### src/rtl/reg_file_cb.sv
`timescale 1ns/1ps
// reg_file_cb
// Architectural register file ($r0-$r7) plus condition-bit (CB) register for
// the 8-bit datapath. Two combinational read ports feed the ALU operands.
// One write port takes the ALU/memory result. CB latches either the ALU set
// flag (slt) or the zero flag (seq).
//
// Ports:
//   clk, reset                  clock, asynchronous active-high reset
//   rs_addr_i / rs_o            read port A (to ALU rs)
//   rt_addr_i / rt_o            read port B (to ALU rt)
//   wr_en_i, wr_addr_i,
//   wr_data_i                   register write port
//   cb_we_i, cb_sel_i,
//   set_i, zero_i               CB update: cb <= cb_sel_i ? zero_i : set_i
//   cb_o                        registered condition bit
//   r7_o                        current $r7 contents, with write-through
module reg_file_cb #(
    parameter int WIDTH = 8,
    parameter int NREGS = 8
) (
    input  logic             clk,
    input  logic             reset,
    input  logic [2:0]       rs_addr_i,
    input  logic [2:0]       rt_addr_i,
    output logic [WIDTH-1:0] rs_o,
    output logic [WIDTH-1:0] rt_o,
    input  logic             wr_en_i,
    input  logic [2:0]       wr_addr_i,
    input  logic [WIDTH-1:0] wr_data_i,
    input  logic             cb_we_i,
    input  logic             cb_sel_i,
    input  logic             set_i,
    input  logic             zero_i,
    output logic             cb_o,
    output logic [WIDTH-1:0] r7_o
);

    // Flop-based storage. Every register is writable, including $r0.
    logic [WIDTH-1:0] regs_reg [NREGS];
    logic             cb_reg;

    // The write port is inactive while reset is held. This also suppresses
    // the bypass, so that all read ports show 0x00 during reset.
    logic wr_live;
    assign wr_live = wr_en_i && !reset;

    always_ff @(posedge clk or posedge reset) begin
        if (reset) begin
            for (int i = 0; i < NREGS; i++) begin
                regs_reg[i] <= '0;
            end
        end else if (wr_en_i) begin
            regs_reg[wr_addr_i] <= wr_data_i;
        end
    end

    always_ff @(posedge clk or posedge reset) begin
        if (reset) begin
            cb_reg <= 1'b0;
        end else if (cb_we_i) begin
            cb_reg <= cb_sel_i ? zero_i : set_i;
        end
    end

    // Write-through bypass. A read of the address being written returns the
    // incoming data in the same cycle. Each port is bypassed independently.
    logic bypass_rs;
    logic bypass_rt;
    logic bypass_r7;

    assign bypass_rs = wr_live && (wr_addr_i == rs_addr_i);
    assign bypass_rt = wr_live && (wr_addr_i == rt_addr_i);
    assign bypass_r7 = wr_live && (wr_addr_i == 3'd7);

    assign rs_o = bypass_rs ? wr_data_i : regs_reg[rs_addr_i];
    assign rt_o = bypass_rt ? wr_data_i : regs_reg[rt_addr_i];
    assign r7_o = bypass_r7 ? wr_data_i : regs_reg[7];
    assign cb_o = cb_reg;

endmodule

### config.mk
export PLATFORM = sky130hd
export DESIGN_NAME = reg_file_cb
export DESIGN_NICKNAME = d
export VERILOG_FILES = /design/src/rtl/reg_file_cb.sv
export SDC_FILE = /design/constraint.sdc
export NUM_CORES = 1
export LEC_CHECK = 0
export ABC_AREA = 1
export ABC_CLOCK_PERIOD_IN_PS = 2200
export BUFFER_PORTS_ARGS = -buffer_cell sky130_fd_sc_hd__buf_2
export CORE_MARGIN = 4
export CORE_UTILIZATION = 40
export DETAILED_ROUTE_END_ITERATION = 10
export PLACE_DENSITY = 0.69
export SYNTH_ARGS = -nofsm -noshare
export SYNTH_HDL_FRONTEND = slang
export SYNTH_SLANG_ARGS = --single-unit
### constraint.sdc
create_clock -name clk -period 2.2 [get_ports clk]
set_input_delay 0.22 -clock clk [delete_from_list [all_inputs] [get_ports clk]]
set_output_delay 0.22 -clock clk [all_outputs]
set_load 0.005 [all_outputs]
==> impl_results.md, run 1 <==
* Worst-margin pin slew at 830 ps
* VDD IR-drop max at approximately 0.31 mV
* Slew HR at about 45%
* Worst EP arrival at 1610 ps
* ANT nets after route at 0
* Clk Tree Root Cell: clkbuf_8
* HPWL after detailed placement at between 9 and 10 mm
* Max Clk Rate at 0.546 GHz
* Syn Area/Cell at roughly 6.4 um2
* # setup viols final at 0
* Nets@finish at around 700
* Fillers at ~1,000
* Cts hold-fix bufs at 0
* Antenna cells at 0
* Clk_skew at 0 ps
* Cells after Synth at ~640
* Setup CP Type: input port to primary output
* Required @ worst endpoint at about 2000 ps
* First-pass GRT wire length at around 22 mm
* Clock latency on the worst-skew pair at about 350 ps
* Seq/Total Area, Yosys at between 30% and 40%
* Chip height at about 110 um
* Placed instance count at 801
* Initial Utilization at 41.6%
* Largest net degree at the start of global routing at 66
* Lkg Pwr at roughly 0.0025 uW
* RSZ-0062 raised after global routing: false
* Layout cells sized above 1 at 13.3%
* Final Hold Viols at 0
* Mapped cell area at a little over 4000 um2
* Max Slew Vio Count at 0
* Worst hold path type: input port to flip-flop
* Cts bufs inserted at 9
* Clock Path Buffers at 2
* Vias in the first global route at between 4,000 and 5,000
* Distinct cell type count after synthesis at 18
* Core area at roughly 9900 um2
* Setup TNS at 0 ps
* Vias at around 4,300
* Vias/cell at around 5.3
* Yosys reg bits at 65
* Sw power at roughly 1300 uW
* Maximum Capacitance Violations at 0
* GRT Util Overall at 23.4%
* H-tree depth at 3
* Final Wtd Congestion at just under 1
* Yosys warnings at 0
* Most area-consuming cells after synthesis: dfrtp_1 40%, nand2_1 24%, nand3_1 14%, o21ai_0 7.8%, inv_1 7.0%
* Initial DRC Count at 673
* P_int at between 2000 and 2500 uW
* Largest register FFs at 64
* CTS sink count at between 60 and 70
* CTS resizes at 0
* DR DRC count at 0
* Chip width at approximately 110 um
* Post-synth top area share at about 40%
* Min Clock Period, post-route at between 1500 and 2000 ps
* Die ar. at about 12,000 um2
* Syn Nets at roughly 670
* Worst setup SP type: input port
* Postcts setup bufs at 0
* IO Pins at roughly 50
* Tcrit/Tclk final at between 80% and 90%
* Initial antenna violation count at 0
* Switching fraction of total power at 35.1%
* CTS tree: built
* Top cell type by total area after synthesis: dfrtp_1
* Reg clk slew, reported paths at approximately 70 ps
* Logic gate share of total power at around 28%
* PortBufs at 48
* Clock share of power at 29.9%
* Non-Filler Instances at 817
* Setup crit end kind: primary output
* Seq pwr share at a little over two fifths
* Area growth syn-to-layout at 13.4%
* Routed WL at ~13 mm
* Per-cell routed wire length at approximately 16 um
* Status: completed
* Iteration count of the initial detailed-routing pass at 5
* PwrDens at ~800 nW/um2
* Overflow left after global routing at 0
* Worst Path Max Fanout at 10
* Row cnt at 36
-- metal layers --
layer,vias to the layer above,share of wire [%],GRT usage (%)
met5,-,0,0
met2,235,42,34.6
met4,0,3.7,10.2
met1,1987,45,32.0
li1,2080,-,-
met3,39,9.4,6.39
-- stage by stage --
stage / hold WS (ps) / power [uW] / util, % / setup WS [ps] / cell area, um2
after floorplan: 326 / 2220 / - / 200 / 4110
after CTS: 71.0 / 3660 / 47.1 / 425 / 4650
after global placement: 430 / 2540 / 45.0 / 442 / 4440
after global routing: 94.8 / 3900 / 47.1 / 201 / 4650
final: 74.4 / 3650 / 47.1 / 368 / 4650
after detailed placement: 441 / 2560 / 45.0 / 432 / 4440
-- worst paths after layout --
kind,from,endpoint,slack (ps),cells after the start
worst min-delay path,cb_we_i,cb_o,70,2
worst min register to register,regs_reg[59],regs_reg[59],490,2
worst max register to register,regs_reg[1],regs_reg[1],1460,2
max in group asynchronous,reset,regs_reg[35],1460,3
worst max-delay path,rs_addr_i[0],rs_o[0],370,10
min in group asynchronous,reset,regs_reg[6],160,3
-- power by group through the flow --
stage | clock [uW] | sequential, uW | combinational (uW)
finish | 1090 | 1550 | 1010
global placement | 0 | 1560 | 977
floorplan | 0 | 1530 | 687
CTS | 1110 | 1550 | 998
detailed placement | 0 | 1570 | 991
global route | 1160 | 1580 | 1160
-- cells in the mapped netlist --
cell	instances
clkinv_1	2
inv_2	6
o21ai_0	64
o21ai_2	8
nand2_1	262
buf_6	1
nor3_4	1
dfrtp_1	65
a31oi_1	1
buf_1	3
nor2_1	12
buf_2	11
nand3_1	111
inv_1	77
clkbuf_1	15
nand2_2	1
buf_4	1
nand2_4	1
-- worst max-delay path, stage by stage --
cell and delay (ps):
buf_2 110, clkinv_1 300, nand2_1 150, nand2_1 60
nor2_1 130, nand2_2 180, inv_2 200, nand2_1 70
nand2_1 80, buf_2 110
-- cells in the final DEF (no fill, tap or decap), drive strengths merged --
cell / n
nor3: 1
nor2: 12
bufinv: 1
clkinvlp: 2
a31oi: 1
buf: 57
nand3: 111
clkinv: 3
clkbuf: 11
nand2: 264
inv: 84
o21ai: 72
dfrtp: 65
-- layout make-up --
cell class              count  area, um2  share of cell area (%)
clock inverters             5       60.1                    1.29
inverters                  85        323                    6.94
flip-flops and latches     65       1630                    35.0
clock buffers              11        151                    3.26
multi-input cells         461       2010                    43.3
repair buffers             57        308                    6.62
well taps                 133        166                    3.58
-- logic make-up (layout without fill, tap and decap cells) --
group	after synthesis	count (layout)	synth area share (%)
buf+inv	116	158	11.2
simple gates	388	388	39.4
flops	65	65	39.7
compound gates	73	73	9.67
Power figures use the tool's default switching activity.
==> run 2: changes to the inputs <==
--- a/config.mk
+++ b/config.mk
@@ -6,12 +6,12 @@
 export NUM_CORES = 1
 export LEC_CHECK = 0
 export ABC_AREA = 1
-export ABC_CLOCK_PERIOD_IN_PS = 2200
+export ABC_CLOCK_PERIOD_IN_PS = 1690
 export BUFFER_PORTS_ARGS = -buffer_cell sky130_fd_sc_hd__buf_2
 export CORE_MARGIN = 4
 export CORE_UTILIZATION = 40
 export DETAILED_ROUTE_END_ITERATION = 10
-export PLACE_DENSITY = 0.69
+export PLACE_DENSITY = 0.66
 export SYNTH_ARGS = -nofsm -noshare
 export SYNTH_HDL_FRONTEND = slang
 export SYNTH_SLANG_ARGS = --single-unit
==> constraint.sdc (replaced) <==
create_clock -name clk -period 1.69 [get_ports clk]
set_input_delay 0.169 -clock clk [delete_from_list [all_inputs] [get_ports clk]]
set_output_delay 0.169 -clock clk [all_outputs]
set_load 0.005 [all_outputs]
==> run 2 against run 1 <==
Combinational power is 31% higher. Flip-flop and latch count unchanged. Non-clock buffer count is 10 higher. Via count fell by 2.5%. Sequential power up 30%. Power increased by 28%.
==> impl_results.md, run 2 (same netlist as run 1, synthesis figures left out) <==
* Setup CP Type: flip-flop to primary output
* Clock Path Buffers at 2
* Seq pwr share at 43.2%
* Fillers at slightly above 1,000
* Setup crit end kind: primary output
* Clk_skew at 0 ps
* Maximum Capacitance Violations at 0
* Overflow left after global routing at 0
* Per-cell routed wire length at approximately 15 um
* Most used routing layer: met2
* PwrDens at a little under 1000 nW/um2
* Most frequent cells in the layout: 260 x nand2_1, 106 x nand3_1, 76 x inv_1, 65 x dfrtp_1, 64 x o21ai_0
* GRT Util Overall at a little under a quarter
* Sw power at approximately 1700 uW
* Routed WL at between 10 and 15 mm
* Most common cell after layout, fill and taps aside: nand2_1
* Worst min-delay path endpoint: cb_o
* HP Start: cb_we_i
* Slack of the critical path at between 90 and 100 ps
* Fin Hold WS at around 19 ps
* Critical Path Max Stage Delay at around 390 ps
* Die ar. at 11,900 um2
* Tot Pwr at 4690 uW
* Multi-input gate area at just over 2000 um2
* Chip height at roughly 110 um
* Chip width at ~110 um
* Vias in the first global route at between 4,000 and 5,000
* Fin area at between 4000 and 5000 um2
* Largest register FFs at 64
* Met1 Use GR at 31.8%
* Nets@finish at roughly 700
* Logic gate share of total power at between 20% and 30%
* Reg-to-reg critical path endpoint: regs_reg[1]
* Iteration count of the initial detailed-routing pass at 5
* HPWL after detailed placement at just over 9 mm
* Hold path depth at 2
* Worst hold path type: input port to flip-flop
* Largest net degree at the start of global routing at 66
* VDD IR-drop max at 0.412 mV
* Final Hold Viols at 0
* Worst EP arrival at 1430 ps
* ANT nets after route at 0
* RSZ-0062 raised after global routing: true
* Required @ worst endpoint at 1520 ps
* Status: completed
* Worst reg2reg startpoint: regs_reg[1]
* Row cnt at 36
* CTS tree: built
* Cts hold-fix bufs at 0
* Core area at about 9900 um2
* Min Clock Period, post-route at between 1500 and 2000 ps
* Area growth syn-to-layout at 16.0%
* Postcts setup bufs at 0
* Worst reg2reg setup slack at between 900 and 1000 ps
* Clock latency on the worst-skew pair at around 340 ps
* Cts bufs inserted at 9
* Worst Reg-to-Reg Cells at 2
* Crit. Startpoint: regs_reg[2]
* Crit-path cells: inv_1 -> nand2_1 -> nand3_1 -> nand3_1 -> nand3_1 -> nand2_1 -> buf_2
* Tcrit/Tclk final at a little over nine tenths
* Worst setup SP type: flip-flop
* PortBufs at 48
* DR DRC count at 0
* Max Slew Vio Count at 0
* P_int at 3020 uW
* Reg clk slew, reported paths at approximately 70 ps
* FF/Latch Area at 1630 um2
* Worst Path Max Fanout at 3
* Met3 Track Usage GR at just under 4%
* Cell mode on critical path: nand3_1
* # setup viols final at 0
* IO Pins at a little under 50
* Pre-CTS setup slack at 131 ps
* Final Wtd Congestion at between 0.9 and 1
* Clock share of power at between 20% and 30%
* Initial antenna violation count at 0
* GRT met2 Usage at between 30 and 40%
* Final core utilization at about half
* CTS resizes at 0
* Switching fraction of total power at between 30 and 40%
* Antenna cells at 0
* Vias/cell at 5.12
* H-tree depth at 3
* Lkg Pwr at ~0.0026 uW
* Layout cells sized above 1 at 15.6%
* Initial DRC Count at between 400 and 500
* Initial Utilization at between 40% and 50%
* CTS sink count at 65
* First-pass GRT wire length at between 20 and 25 mm
* Max Clk Rate at 0.626 GHz
* Vias at approximately 4,200
* Slew HR at between 40% and 50%
* Slowest-stage cell, CP: dfrtp_1
* Placed instance area at approximately 4500 um2
* Clk Tree Root Cell: clkbuf_8
* Worst-margin pin slew at roughly 860 ps
## run 2: power groups by stage
| stage | combinational [uW] | clock [uW] | sequential (uW) |
|---|---|---|---|
| floorplan | 897 | 0 | 2000 |
| global placement | 1280 | 0 | 2040 |
| detailed placement | 1300 | 0 | 2050 |
| CTS | 1310 | 1380 | 2020 |
| global route | 1530 | 1450 | 2060 |
| finish | 1320 | 1350 | 2020 |
## run 2: layout make-up
| type | instances | share of cell area, % |
|---|---|---|
| Tap cell | 133 | 3.50 |
| Multi-Input combinational cell | 461 | 43.0 |
| Inverter | 85 | 6.89 |
| Sequential cell | 65 | 34.2 |
| Clock inverter | 7 | 1.50 |
| Timing Repair Buffer | 67 | 8.31 |
| Clock buffer | 9 | 2.60 |
## run 2: critical path, delay by kind of cell, from the launching register on
kind / cells / cell delay (ps)
and+or+nand+nor: 5 / 460
DFF: 1 / 390
buffers and inverters: 2 / 220
## run 2: per-stage QoR
step                      instances  TNS [ps]
after floorplan                 642      -982
after global placement          811         0
after detailed placement        811         0
after CTS                       827         0
after global routing            827     -16.8
final                           827         0
## run 2: worst max path at each step
stage	slack [ps]	depth (start not counted)	to
4_1_cts	70	7	rs_o[3]
3_5_place_dp	130	10	rt_o[1]
5_1_grt	-10	7	rs_o[5]
6_report	90	7	rs_o[2]
2_1_floorplan	-160	5	r7_o[1]
3_3_place_gp	160	10	rt_o[1]
## run 2: per-layer routing
layer  part of all wire, %  vias to the layer above
met5                     0                        -
met1                    46                     1954
li1                      -                     2101
met3                   6.9                       14
met4                   1.2                        0
met2                    46                      163
